File: src/rtl/debug_pkg.sv
// -----------------------------------------------------------------------------
// debug_pkg
// Shared encodings for the debug clock / single-step logic.
//   - S_HALT..S_FAST : FSM state encodings, also driven out on STATE for LEDs
//   - MODE_*         : switch encodings; identical to the state they select
//   - DEFAULT_DEBOUNCE_CYCLES / DEFAULT_DEBOUNCE_WIDTH : 10 ms at 50 MHz
// -----------------------------------------------------------------------------
package debug_pkg;

    localparam logic [1:0] S_HALT = 2'd0;
    localparam logic [1:0] S_STEP = 2'd1;
    localparam logic [1:0] S_SLOW = 2'd2;
    localparam logic [1:0] S_FAST = 2'd3;

    localparam logic [1:0] MODE_HALT = 2'b00;
    localparam logic [1:0] MODE_STEP = 2'b01;
    localparam logic [1:0] MODE_SLOW = 2'b10;
    localparam logic [1:0] MODE_FAST = 2'b11;

    localparam int unsigned DEFAULT_DEBOUNCE_CYCLES = 500_000;
    localparam int unsigned DEFAULT_DEBOUNCE_WIDTH  = 20;

endpackage

File: src/rtl/debug_debouncer.sv
// -----------------------------------------------------------------------------
// debug_debouncer
// Synchronises a raw, bouncing push-button and accepts a new level only after
// the synchronised input has disagreed with the current level for
// DEBOUNCE_CYCLES consecutive cycles. Any agreeing cycle restarts the count.
// Ports:
//   clk_i    system clock
//   rst_i    asynchronous active-high reset
//   din_i    raw button input (asynchronous)
//   level_o  debounced level
//   rise_o   one-cycle pulse, registered, when level_o goes 0 -> 1
// -----------------------------------------------------------------------------
module debug_debouncer
    import debug_pkg::*;
#(
    parameter int unsigned DEBOUNCE_CYCLES = DEFAULT_DEBOUNCE_CYCLES,
    parameter int unsigned DEBOUNCE_WIDTH  = DEFAULT_DEBOUNCE_WIDTH
) (
    input  logic clk_i,
    input  logic rst_i,
    input  logic din_i,
    output logic level_o,
    output logic rise_o
);

    localparam logic [DEBOUNCE_WIDTH-1:0] CntLast = DEBOUNCE_WIDTH'(DEBOUNCE_CYCLES - 1);

    logic [1:0]                sync_d, sync_q;
    logic [DEBOUNCE_WIDTH-1:0] cnt_d, cnt_q;
    logic                      level_d, level_q;
    logic                      rise_d, rise_q;

    always_comb begin
        sync_d  = {sync_q[0], din_i};
        cnt_d   = '0;
        level_d = level_q;
        rise_d  = 1'b0;
        if (sync_q[1] != level_q) begin
            // cnt_q counts mismatch cycles already seen; this is the last one
            if (cnt_q == CntLast) begin
                level_d = sync_q[1];
                rise_d  = sync_q[1];
            end else begin
                cnt_d = cnt_q + 1'b1;
            end
        end
    end

    always_ff @(posedge clk_i or posedge rst_i) begin
        if (rst_i) begin
            sync_q  <= '0;
            cnt_q   <= '0;
            level_q <= 1'b0;
            rise_q  <= 1'b0;
        end else begin
            sync_q  <= sync_d;
            cnt_q   <= cnt_d;
            level_q <= level_d;
            rise_q  <= rise_d;
        end
    end

    assign level_o = level_q;
    assign rise_o  = rise_q;

endmodule

File: src/rtl/debug_step_controller.sv
// -----------------------------------------------------------------------------
// debug_step_controller
// Generates the processor clock-enable from the divided debug clock and the
// step push-button. Modes: halt, single-step, slow (divided rate), fast.
// Ports:
//   IN_50Mhz     system clock, the only clock
//   RESET        asynchronous active-high reset
//   SLOW_CLK     divided debug clock (square wave, asynchronous to IN_50Mhz)
//   MODE         00 halt, 01 step, 10 slow, 11 fast
//   STEP_BUTTON  raw active-high push-button
//   HALT_REQ     one-cycle halt request from the core
//   CPU_EN       registered clock-enable pulse to the core
//   STEP_COUNT   number of CPU_EN cycles issued, wrapping
//   STATE        current FSM state
//   HALTED       sticky halt flag
// -----------------------------------------------------------------------------
module debug_step_controller
    import debug_pkg::*;
#(
    parameter int unsigned DEBOUNCE_CYCLES = DEFAULT_DEBOUNCE_CYCLES,
    parameter int unsigned DEBOUNCE_WIDTH  = DEFAULT_DEBOUNCE_WIDTH,
    parameter int unsigned COUNT_WIDTH     = 16
) (
    input  logic                   IN_50Mhz,
    input  logic                   RESET,
    input  logic                   SLOW_CLK,
    input  logic [1:0]             MODE,
    input  logic                   STEP_BUTTON,
    input  logic                   HALT_REQ,
    output logic                   CPU_EN,
    output logic [COUNT_WIDTH-1:0] STEP_COUNT,
    output logic [1:0]             STATE,
    output logic                   HALTED
);

    // [1:0] synchroniser, [2] previous synchronised value for edge detect
    logic [2:0]             slow_sync_d, slow_sync_q;
    logic                   slow_tick;
    logic                   step_tick;
    logic                   unused_step_level;

    logic [1:0]             state_d, state_q;
    logic                   halted_d, halted_q;
    logic                   cpu_en_d, cpu_en_q;
    logic [COUNT_WIDTH-1:0] count_d, count_q;

    debug_debouncer #(
        .DEBOUNCE_CYCLES(DEBOUNCE_CYCLES),
        .DEBOUNCE_WIDTH (DEBOUNCE_WIDTH)
    ) u_step_debouncer (
        .clk_i  (IN_50Mhz),
        .rst_i  (RESET),
        .din_i  (STEP_BUTTON),
        .level_o(unused_step_level),
        .rise_o (step_tick)
    );

    assign slow_sync_d = {slow_sync_q[1:0], SLOW_CLK};
    assign slow_tick   = slow_sync_q[1] & ~slow_sync_q[2];

    always_comb begin
        // Halt is sticky until the switches are returned to halt
        halted_d = halted_q;
        if (HALT_REQ) begin
            halted_d = 1'b1;
        end else if (MODE == MODE_HALT) begin
            halted_d = 1'b0;
        end

        state_d = (halted_q || HALT_REQ) ? S_HALT : MODE;

        // Ticks arriving in the wrong state are dropped, never queued
        case (state_q)
            S_FAST:  cpu_en_d = 1'b1;
            S_SLOW:  cpu_en_d = slow_tick;
            S_STEP:  cpu_en_d = step_tick;
            default: cpu_en_d = 1'b0;
        endcase
        if (HALT_REQ) begin
            cpu_en_d = 1'b0;
        end

        count_d = count_q;
        if (cpu_en_q) begin
            count_d = count_q + 1'b1;
        end
    end

    always_ff @(posedge IN_50Mhz or posedge RESET) begin
        if (RESET) begin
            slow_sync_q <= '0;
            state_q     <= S_HALT;
            halted_q    <= 1'b0;
            cpu_en_q    <= 1'b0;
            count_q     <= '0;
        end else begin
            slow_sync_q <= slow_sync_d;
            state_q     <= state_d;
            halted_q    <= halted_d;
            cpu_en_q    <= cpu_en_d;
            count_q     <= count_d;
        end
    end

    assign CPU_EN     = cpu_en_q;
    assign STEP_COUNT = count_q;
    assign STATE      = state_q;
    assign HALTED     = halted_q;

endmodule

File: config.mk
export PLATFORM = sky130hd
export DESIGN_NAME = debug_step_controller
export DESIGN_NICKNAME = d
export VERILOG_FILES = /design/src/rtl/debug_pkg.sv /design/src/rtl/debug_debouncer.sv /design/src/rtl/debug_step_controller.sv
export SDC_FILE = /design/constraint.sdc
export NUM_CORES = 1
export LEC_CHECK = 0
export ABC_AREA = 1
export BUFFER_PORTS_ARGS = -buffer_cell sky130_fd_sc_hd__buf_2
export CORE_MARGIN = 4
export CORE_UTILIZATION = 50
export DETAILED_ROUTE_END_ITERATION = 8
export PLACE_DENSITY_LB_ADDON = 0.3
export SETUP_SLACK_MARGIN = 0.2
export SLEW_MARGIN = 25
export SYNTH_ARGS = -nofsm -noshare
export SYNTH_HDL_FRONTEND = slang
export SYNTH_SLANG_ARGS = --single-unit
File: constraint.sdc
create_clock -name IN_50Mhz -period 3 [get_ports IN_50Mhz]
set_input_delay 0.3 -clock IN_50Mhz [delete_from_list [all_inputs] [get_ports IN_50Mhz]]
set_output_delay 0.3 -clock IN_50Mhz [all_outputs]
set_load 0.02 [all_outputs]
## Yosys cells after proc, flatten, opt, wreduce, memory -nomap -nowiden

Cells that the tools add are included.

- Register bits: 47
- Word-level logic and storage cells: 31

- $add $sub $neg: 2
- Eq/ne operators: 5
- Multiplexer cells: 9
- Bitwise gates (word level): 2
- Reductions and logical operators: 4

Operators with widths:

| operator | count |
|---|---|
| $mux W20 | 2 |
| $add A20 B1 Y20 const B | 1 |
| $eq A20 B19 Y1 const B | 1 |
| $add A16 B1 Y16 const B | 1 |
| $mux W1 | 5 |
| $eq A2 B2 Y1 const B | 2 |
| $pmux W1 S3 | 1 |
| $eq A2 B1 Y1 const B | 1 |
| $logic_not A2 Y1 | 1 |
| $mux W2 | 1 |
| $reduce_and A2 Y1 | 1 |
| $reduce_bool A2 Y1 | 1 |
| $and A1 B1 Y1 | 1 |
| $logic_or A1 B1 Y1 | 1 |
| $ne A1 B1 Y1 | 1 |
| $not A1 Y1 | 1 |

## Logic depth before layout (Yosys ltp)

Gate-level depths: netlist (run 1).

- Depth in word-level cells: 4
- Mapped depth: 8
- Depth with buffers taken out: 8

## Modules after synthesis

A second synthesis (run 1) with hierarchy kept.

- Cells, all modules: 283
- Area total of the unflattened synthesis: 2,373.5 um^2

By module, submodules not included:

| module | times used | cells an instance | area an instance (um^2) |
|---|---|---|---|
| debug_debouncer | 1 | 164 | 1,280.0 |
| debug_step_controller | 1 | 119 | 1,093.5 |

## Least setup slack after synthesis (run 1)

No wires, ideal clock.

- Path type: flip-flop to flip-flop
- Start point: reg count_q[0] (netlist: STEP_COUNT[0])
- End point: reg count_q[10] (netlist: STEP_COUNT[10])
- Library setup time: 0.118 ns
- Data arrival time: 1.297 ns
- Setup slack: 1.585 ns
- Stages on the path, launching flop included: 8
- Clock period less this slack: 1.415 ns
- Path through: dfrtp_1 > ha_1 > nand2_2 > nor2_4 > nand3b_2 > nor2_2 > xor2_1 > inv_1

- Cells in the longest elaborated chain, start to end: 1

RTL lines:

| what | RTL line | RTL |
|---|---|---|
| from (decl) | debug_step_controller.sv:45 | `logic [COUNT_WIDTH-1:0] count_d, count_q;` |
| from (signal assigned) | debug_step_controller.sv:101 | `count_q <= count_d;` |
| $add A16 B1 Y16 | debug_step_controller.sv:85 | `count_d = count_q + 1'b1;` |

No other way between the ends.
A chain may end at the register's enable or synchronous reset.

## Worst setup path after layout (run 1)

- Start point: reg u_step_debouncer.cnt_q[0]
- End point: reg u_step_debouncer.cnt_q[16]

- Cells in the longest elaborated chain, start to end: 3
- Elaborated cells on any way between the ends: 4

RTL lines:

| what | RTL line | RTL |
|---|---|---|
| from (decl) | debug_debouncer.sv:29 | `logic [DEBOUNCE_WIDTH-1:0] cnt_d, cnt_q;` |
| from (signal assigned) | debug_debouncer.sv:57 | `cnt_q <= cnt_d;` |
| $add A20 B1 Y20 / $eq A20 B19 Y1 (equally long branches) | debug_debouncer.sv:44, debug_debouncer.sv:40 |  |
| $mux W20 (*) | debug_debouncer.sv:40 | `if (cnt_q == CntLast) begin` |
| $mux W20 (*) | debug_debouncer.sv:38 | `if (sync_q[1] != level_q) begin` |
| net u_step_debouncer.cnt_d[16] | debug_debouncer.sv:29 |  |

The timed path passes the listed nets; every way through them passes the cells marked *.

==> flow_metrics.tcl, run 1 <==
set metrics [dict create \
    status "completed" \
    final_layout_size_suffix_gt1_share_pct 17.1 \
    hold_buffers 0 \
    drv_cap 0 \
    min_from "SLOW_CLK" \
    ys_top_cells_by_area "dfrtp_1, nand2_1, nor2_1, inv_1, xor2_1" \
    crit_top_cell "nand3_1" \
    dr.max_layer_used "met4" \
    finalSetupViolCount 0 \
    die_w_um 75.9 \
    clkTransAtPathRegs_ns 0.09 \
    worstHoldPathType "input port to register" \
    startpoint "u_step_debouncer.cnt_q[0]" \
    drc 0 \
    placed_area_sq_um 2500 \
    peakVddDrop_mv 0.324 \
    grt_pass1_wl_mm 7.67 \
    drv_slew 0 \
    num_rows 24 \
    period_share_pct 50.1 \
    required_ns 3.24 \
    reg2reg_setup_slack_ns 1.50 \
    netlist_top_cells_count "nand2_1, nor2_1, dfrtp_1" \
    yosys.cell_types.count 21 \
    r2r-end "u_step_debouncer.cnt_q[16]" \
    crit_type "register to register" \
    worstPathArrival_ns 1.74 \
    pre_cts_ws_ns 1.56 \
    comb_power_share_pct 5.9 \
    tns_ns 0 \
    rsz0062_at_grt "no" \
    path_max_fanout 4 \
    postSynthAreaPerCell_sq_um 8.33 \
    num-fill-cells 394 \
    yosys.area.top_type_share_pct 50.9 \
    crit_slowest_cell "dfrtp_1" \
    initial_utilization_pct 52.3 \
    fin_nets 318 \
    final_hold_viol_count 0 \
    finalClockSkew_ns 0.0111 \
    viasPerCell 4.94 \
    synth_edf_count 0 \
    max_stage_delay_ns 0.40 \
    end_kind "register" \
    r2r_start "u_step_debouncer.cnt_q[0]" \
    power.leakage_nw 1.24 \
    synth-async-reset-ratio_pct 100 \
    grt_pass1_vias 1685 \
    power_density_nw_per_um2 430 \
    grt_max_degree 48 \
    ioPinCount 27 \
    post_cts_resized 0 \
    internal_power_mw 0.837 \
    cpLargestDelayFamily "simple AND/OR/NAND/NOR gates" \
    p_seq_share_pct 59.7 \
    wl_met3_um 199 \
    yosys_warnings 0 \
    wirelength_mm 4.31 \
    clock_latency_ns 0.30 \
    cp_num_buf_inv 1 \
    drt_iter0_markers 98 \
    ant_nets 0 \
    io_buffer_count 26 \
    cts-root-buf "clkbuf_8" \
    stdcell_area_sq_um 2590 \
    tightest_slew_ns 0.782 \
    clockBufferDepth 2 \
    die_y_um 75.9 \
    hold_depth 1 \
    synth-seq-area-share_pct 50.9 \
    cts_tree "done" \
    crit_chain "ha_1 > nand3_1 > inv_1 > nand2_2 > o21ai_0 > nand3_1 > nor2_1" \
    place_hpwl_mm 3.21 \
    cts.sinks 47 \
    ctsHtreeMaxLevel 2 \
    reg2reg_depth 7 \
    synth.ff_latch_count 47 \
    share_clk_of_total_power_pct 34.5 \
    synth_ff_type "dfrtp_1" \
    dieArea_sq_um 5770 \
    whs_endpoint "slow_sync_q[0]" \
    start_kind "register" \
    wl_met2_mm 2.06 \
    p_sw_mw 0.274 \
    setup_slack_ns 1.50 \
    core_sq_um 4410 \
    vias 1790 \
    drtPass1Iterations 4 \
    synth.most_common_cell "nand2_1" \
    track_usage_pct 16.1 \
    period_needed_ns 1.50 \
    slew_headroom_pct 47.8 \
    wl_met1_mm 1.99 \
    area_growth_pct 12.0 \
    max_freq_mhz 665 \
    synth_area_sq_um 2310 \
    overflow 0 \
    grt_antenna_before_repair 0 \
    avgRoutedWirePerCell_um 11.9 \
    swShare_pct 24.7 \
    syn_nets 286 \
    synth_top_cell_by_area "dfrtp_1" \
    gp_congestion 0.835 \
    syn_inst 277 \
    post_cts_buffers 0 \
    cts-buffers-inserted 5 \
    diodes 0 \
]
[metal layers]
layer,vias to the layer above,global-route usage [%]
met3,6,3.91
met2,31,26.0
met4,0,4.80
li1,927,-
met5,-,0
met1,826,21.5
[worst register-to-register path, cell delays in order, from the launching register on]
cell,delay (ns)
dfrtp_1,0.40
ha_1,0.21
nand3_1,0.16
inv_1,0.11
nand2_2,0.09
o21ai_0,0.23
nand3_1,0.14
nor2_1,0.12
[cell families (layout without fill, tap and decap cells)]
kind of cell	count (synthesis)	after routing	synth area share, %
AO/OA/AOI/OAI	9	9	1.95
flip-flops	47	47	50.9
buffers and inverters	38	71	6.34
adder cells (fa/ha/maj)	2	2	1.08
XOR/XNOR	20	20	7.59
AND/OR/NAND/NOR	161	161	32.1
[worst max-delay path by stage]
| stage | slack [ns] | depth (start not counted) | endpoint |
|---|---|---|---|
| after floorplan | 1.58 | 1 | CPU_EN |
| after global placement | 1.57 | 7 | u_step_debouncer.cnt_q[16] |
| after detailed placement | 1.56 | 7 | u_step_debouncer.cnt_q[16] |
| after CTS | 1.53 | 7 | u_step_debouncer.cnt_q[16] |
| after global routing | 1.35 | 7 | u_step_debouncer.cnt_q[12] |
| final | 1.50 | 7 | u_step_debouncer.cnt_q[16] |
[through the flow]
stage | utilization, % | hold WS, ns | power (mW) | cells
2_1_floorplan | - | 0.331 | 0.719 | 277
3_5_place_dp | 56.5 | 0.340 | 0.743 | 354
5_1_grt | 58.6 | 0.0850 | 1.17 | 362
6_report | 58.6 | 0.101 | 1.11 | 362
3_3_place_gp | 56.5 | 0.334 | 0.741 | 354
4_1_cts | 58.6 | 0.0929 | 1.13 | 362
[cells in the final DEF, fill, tap and decap left out, drive strengths merged, types with 6 or more instances in the layout]
cell type | synthesis | routed
clkbuf | 0 | 6
xnor2 | 8 | 8
nand2 | 61 | 61
nand3 | 18 | 18
nand4 | 9 | 9
inv | 37 | 37
nor2 | 62 | 62
dfrtp | 47 | 47
nor3 | 7 | 7
buf | 1 | 26
xor2 | 12 | 12
[power groups by stage]
stage / combinational (mW) / clock (mW) / sequential (mW)
2_1_floorplan: 0.0336 / 0 / 0.685
3_3_place_gp: 0.0660 / 0 / 0.675
3_5_place_dp: 0.0668 / 0 / 0.676
4_1_cts: 0.0670 / 0.397 / 0.663
5_1_grt: 0.0749 / 0.424 / 0.666
6_report: 0.0652 / 0.383 / 0.663
[layout make-up]
cell class	instances	area (sq um)	area share [%]
sequential	47	1180	45.5
multi-input combinational	192	986	38.1
inverter	37	140	5.42
timing repair buffer	26	130	5.03
clock buffer	6	72.6	2.81
tap	52	65.1	2.52
clock inverter	2	16.3	0.629
[registers in the layout, indices dropped and copies added, names as in the netlist]
name,cells
u_step_debouncer.cnt_q,20
STEP_COUNT,16
slow_sync_q,3
STATE,2
u_step_debouncer.sync_q,2
CPU_EN,1
HALTED,1
u_step_debouncer.level_o,1
u_step_debouncer.rise_o,1
Note: power is estimated with default switching activity, not from simulation.
==> run 2, diff against run 1 <==
Settings changed: ABC_AREA 1 to 0.
Clock period 3 ns to 1.5 ns, I/O delays scaled along.
==> run 2 against run 1 <==
The run now ends with negative setup slack left. Sequential share of layout area down 4.0 points. Final cell count decreased by 15%. Power up 140%. Clock-buffer cell count did not move. Fmax shrank 12%. Synthesized cell count is 34% lower. Routed wire length rose by 1.1%. Utilization is 14 points higher. Worst setup slack worse by 1.7 ns. Design area up 12%. Largest power group unchanged.
==> flow_metrics.tcl, run 2 <==
set metrics [dict create \
    die_y_um 72.4 \
    grt_antenna_before_repair 0 \
    worstPathArrival_ns 1.93 \
    synth.most_common_cell "dfrtp_1" \
    min_from "HALT_REQ" \
    final_layout_size_suffix_gt1_share_pct 47.3 \
    max_freq_mhz 585 \
    reg2reg_depth 5 \
    drt_iter0_markers 60 \
    finalSetupViolCount 19 \
    crit_type "register to register" \
    io_buffer_count 26 \
    final_cell_mix "buf_4, dfrtp_1, buf_2, xnor2_1, dfrtp_2" \
    synth_top_cell_by_area "dfrtp_1" \
    seqCellArea_sq_um 1200 \
    synth_edf_count 0 \
    tightest_slew_ns 0.407 \
    path_max_fanout 3 \
    hold_depth 2 \
    multiInputGateArea_sq_um 1000 \
    initial_utilization_pct 51.8 \
    diodes 0 \
    r2r_start "u_step_debouncer.cnt_q[1]" \
    netlist_top_cells_count "dfrtp_1, xnor2_1, nor2_1" \
    area_growth_pct 39.3 \
    yosys.area.top_type_share_pct 56.8 \
    synth_ff_type "dfrtp_1" \
    clock_latency_ns 0.29 \
    largest_register "u_step_debouncer.cnt_q" \
    drtPass1Iterations 4 \
    peakVddDrop_mv 0.828 \
    ioPinCount 27 \
    r2r-end "u_step_debouncer.cnt_q[18]" \
    yosys_warnings 0 \
    slew_headroom_pct 72.9 \
    start_kind "register" \
    power.leakage_nw 1.29 \
    cts_tree "done" \
    drc 0 \
    synth_area_sq_um 2070 \
    post-place-cells 283 \
    grt_pass1_vias 1467 \
    final_hold_viol_count 0 \
    worstHoldPathType "input port to register" \
    die_w_um 72.4 \
    syn_inst 183 \
    rsz0062_at_grt "yes" \
    gp_congestion 0.800 \
    synth-async-reset-ratio_pct 100 \
    overflow 0 \
    largest_register_ffs 20 \
    syn_nets 192 \
    cts.sinks 47 \
    cts-buffers-inserted 5 \
    synth.ff_latch_count 47 \
    setup_slack_ns -0.208 \
    whs_endpoint "CPU_EN" \
    yosys.cell_types.count 30 \
    status "finished with violations" \
    num-fill-cells 272 \
    clkTransAtPathRegs_ns 0.09 \
    violations "negative setup slack" \
    end_kind "register" \
    reg2reg_setup_slack_ns -0.21 \
    pre_cts_ws_ns -0.176 \
    dieArea_sq_um 5240 \
    ys_top_cells_by_area "dfrtp_1, xnor2_1, nor2_1, xor2_1, nand3_1" \
    period_share_pct 114 \
    postSynthAreaPerCell_sq_um 11.3 \
    final_util_pct 72.1 \
    cts-root-buf "clkbuf_8" \
    tns_ns -2.59 \
    whs_ns 0.0426 \
    place_hpwl_mm 2.97 \
    fin_nets 264 \
    avgRoutedWirePerCell_um 14.2 \
    power_density_nw_per_um2 912 \
    period_needed_ns 1.71 \
    drv_slew 0 \
    vias 1575 \
    wirelength_mm 4.35 \
    clockBufferDepth 2 \
    ant_nets 0 \
    grt_pass1_wl_mm 7.09 \
    synth-seq-area-share_pct 56.8 \
    finalClockSkew_ns 0.00828 \
    ctsHtreeMaxLevel 2 \
    required_ns 1.72 \
    track_usage_pct 17.9 \
    core_sq_um 4000 \
    drv_cap 0 \
    viasPerCell 5.15 \
    grt_max_degree 31 \
    num_rows 23 \
    final_common_cell "buf_4" \
    layout.cells.non_filler 306 \
]
## run 2: cell count changes after synthesis, sizes merged, moves of 2 or more
cell	previous run	this run
nand2	61	13
nor2	62	19
inv	37	5
xnor2	8	25
nand3	18	10
xor2	12	6
and3	0	5
and4	0	4
nor4	0	3
or3	0	3
mux2	0	2
nor3b	1	3
nor4b	0	2
or4	0	2
## run 2: worst max-delay path by stage
stage                               from                    endpoint  slack (ns)  cells past startpoint
2_1_floorplan  u_step_debouncer.cnt_q[0]  u_step_debouncer.cnt_q[18]       -0.21                      5
3_3_place_gp   u_step_debouncer.cnt_q[1]  u_step_debouncer.cnt_q[18]       -0.15                      5
3_5_place_dp   u_step_debouncer.cnt_q[0]  u_step_debouncer.cnt_q[18]       -0.18                      5
4_1_cts        u_step_debouncer.cnt_q[1]  u_step_debouncer.cnt_q[18]       -0.20                      5
5_1_grt        u_step_debouncer.cnt_q[1]  u_step_debouncer.cnt_q[18]       -0.27                      5
6_report       u_step_debouncer.cnt_q[1]  u_step_debouncer.cnt_q[18]       -0.21                      5
## run 2: layout make-up
cell class / instances / area share [%]
Inverter: 5 / 0.651
Clock inverter: 2 / 2.08
Sequential cell: 47 / 41.5
Tap cell: 50 / 2.17
Multi-Input combinational cell: 128 / 34.8
Timing Repair Buffer: 68 / 16.3
Clock buffer: 6 / 2.52
## run 2: cell families (layout without fill, tap and decap cells)
logic type / count (synthesis) / in the layout / share of synthesized area (%)
mux: 2 / 2 / 1.09
xor+xnor: 31 / 31 / 13.1
compound gates: 10 / 10 / 3.50
fa+ha+maj: 2 / 2 / 1.21
flops: 47 / 47 / 56.8
simple gates: 83 / 83 / 22.5
buf+inv: 8 / 81 / 1.75
## run 2: what timing repair did
action                                  4_1_cts  5_1_grt
pin swaps                                     3        8
gates resized for setup                      12       20
endpoints found under the setup margin       24       26
hold buffers                                  3        0
hold endpoints to repair                     19        0
buffers inserted                              1       11
## run 2: routing by layer
metal	GRT usage (%)	routed length (um)	vias up
li1	-	-	781
met1	24.3	2000	766
met2	28.2	2180	26
met3	4.43	154	2
met4	5.64	22	0
met5	0	0	-
## run 2: through the flow
| stage | instance area, sq um | total power [mW] |
|---|---|---|
| final | 2880 | 2.63 |
| after global placement | 2520 | 1.55 |
| after global routing | 2880 | 2.73 |
| after CTS | 2740 | 2.65 |
| after floorplan | 2130 | 1.48 |
| after detailed placement | 2520 | 1.56 |
## run 2: report_power, final
group / switching (mW) / internal [mW]
clock: 0.394 / 0.666
combinational: 0.114 / 0.105
sequential: 0.0450 / 1.31
## run 2: critical path, stage by stage, from the launching register on
cell and delay (ns):
dfrtp_1 0.43, ha_4 0.18, nand4_4 0.08, or4_4 0.50
or3_4 0.34, a21oi_2 0.11
==> run 3, diff against run 2 <==
Settings changed: BUFFER_PORTS_ARGS -buffer_cell sky130_fd_sc_hd__buf_2 to unset, CORE_UTILIZATION 50 to 45, DONT_BUFFER_PORTS set to 1.
==> run 3 against run 2 <==
The run still ends with negative setup slack left. Via count hardly changed. Clock-buffer cell count stayed put. Fmax is 2.8% lower. First-iteration DRC count is 20% higher. Power is 9.1% lower. Design area is 4.3% lower. Combinational power is 5% higher. Global-route usage is 1.1 points lower.
==> flow_metrics.tcl, run 3 (synthesis gave the netlist of run 2 again) <==
set metrics [dict create \
    setup_slack_ns -0.257 \
    worstPathArrival_ns 1.97 \
    initial_utilization_pct 46.9 \
    grt_pass1_vias 1631 \
    whs_ns 0.303 \
    avgRoutedWirePerCell_um 15.5 \
    wirelength_mm 4.52 \
    ant_nets 0 \
    die_y_um 75.8 \
    finalClockSkew_ns 0.0145 \
    power_density_nw_per_um2 866 \
    dieArea_sq_um 5750 \
    viasPerCell 5.39 \
    grt_max_degree 19 \
    io_buffer_count 0 \
    cts.sinks 47 \
    path_max_fanout 3 \
    power.leakage_nw 1.24 \
    final_util_pct 62.5 \
    final_hold_viol_count 0 \
    grt_antenna_before_repair 0 \
    end_kind "register" \
    period_share_pct 117 \
    ctsHtreeMaxLevel 2 \
    final_common_cell "buf_4" \
    crit_type "register to register" \
    slew_headroom_pct 58.5 \
    gp_congestion 0.845 \
    area_growth_pct 33.3 \
    period_needed_ns 1.76 \
    cts_tree "done" \
    violations "negative setup slack" \
    peakVddDrop_mv 0.730 \
    r2r_start "u_step_debouncer.cnt_q[0]" \
    tightest_slew_ns 0.619 \
    worstHoldPathType "input port to async pin" \
    clock_latency_ns 0.31 \
    grt_pass1_wl_mm 7.18 \
    final_layout_size_suffix_gt1_share_pct 35.8 \
    fin_nets 248 \
    largest_register "u_step_debouncer.cnt_q" \
    max_freq_mhz 569 \
    start_kind "register" \
    place_hpwl_mm 3.27 \
    clkTransAtPathRegs_ns 0.09 \
    drc 0 \
    vias 1574 \
    ioPinCount 27 \
    drtPass1Iterations 4 \
    overflow 0 \
    finalSetupViolCount 21 \
    core_sq_um 4410 \
    drv_cap 0 \
    drt_iter0_markers 72 \
    startpoint "u_step_debouncer.cnt_q[0]" \
    required_ns 1.72 \
    clockBufferDepth 2 \
    final_cell_mix "buf_4, dfrtp_1, xnor2_1, nor2_1, nand2_1" \
    drv_slew 0 \
    die_w_um 75.8 \
    cts-root-buf "clkbuf_8" \
    largest_register_ffs 20 \
    rsz0062_at_grt "yes" \
    status "finished with violations" \
    cts-buffers-inserted 5 \
    track_usage_pct 16.8 \
    diodes 0 \
    num_rows 24 \
]
==> run 3: cell count changes in the layout (fill, tap and decap cells not counted), sizes merged <==
cell         change
clkinv           +2
buf             -19
dlygate4sd3      +3
bufinv           -2
==> run 3: power by group <==
group | total (mW) | switching [mW] | internal, mW
clock | 0.807 | 0.430 | 0.377
combinational | 0.230 | 0.114 | 0.116
sequential | 1.35 | 0.0475 | 1.31
==> run 3: critical path: stages (launching register included) <==
cell and delay [ns]:
dfrtp_1 0.44, ha_4 0.18, nand4_4 0.08, or4_1 0.50
or3_1 0.32, a21oi_1 0.14
==> run 3: metal layers <==
layer / up-vias / global-route usage, % / part of all wire, %
met5: - / 0 / 0
met4: 0 / 6.41 / 1.4
met3: 8 / 4.62 / 5.3
met2: 40 / 29.9 / 54
met1: 777 / 19.0 / 39
li1: 749 / - / -
==> run 3: timing repair <==
item / CTS / global route
cloned: 0 / 0
buffers inserted: 3 / 7
hold buffers: 6 / 0
resized for setup: 8 / 9
endpoints found under the hold margin: 22 / 0
setup endpoints to repair: 22 / 25
pin swaps: 4 / 8
==> run 3: final timing paths <==
check                           slack, ns                         end  depth (start not counted)
worst min register to register       0.36              slow_sync_q[1]                          0
worst min-delay path                 0.30               STEP_COUNT[4]                          2
worst max-delay path                -0.26  u_step_debouncer.cnt_q[18]                          5
worst max register to register      -0.26  u_step_debouncer.cnt_q[18]                          5
max in group asynchronous            0.61  u_step_debouncer.cnt_q[12]                          3
min in group IN_50Mhz                0.36              slow_sync_q[1]                          0
==> run 3: through the flow <==
stage / instances / power [mW] / instance area [sq um] / setup WS [ns] / TNS, ns
2_1_floorplan: 183 / 1.48 / 2130 / -0.209 / -2.05
3_3_place_gp: 268 / 1.55 / 2450 / -0.126 / -1.83
3_5_place_dp: 268 / 1.56 / 2450 / -0.209 / -2.96
4_1_cts: 285 / 2.38 / 2660 / -0.217 / -2.18
5_1_grt: 292 / 2.49 / 2760 / -0.257 / -4.11
6_report: 292 / 2.39 / 2760 / -0.257 / -2.71
==> run 3: layout make-up <==
class | count | area (sq um)
clock buffer | 6 | 82.6
tap | 52 | 65.1
timing repair buffer | 52 | 409
fill | 340 | 1650
multi-input combinational | 128 | 982
inverter | 5 | 18.8
clock inverter | 2 | 13.8
sequential | 47 | 1190
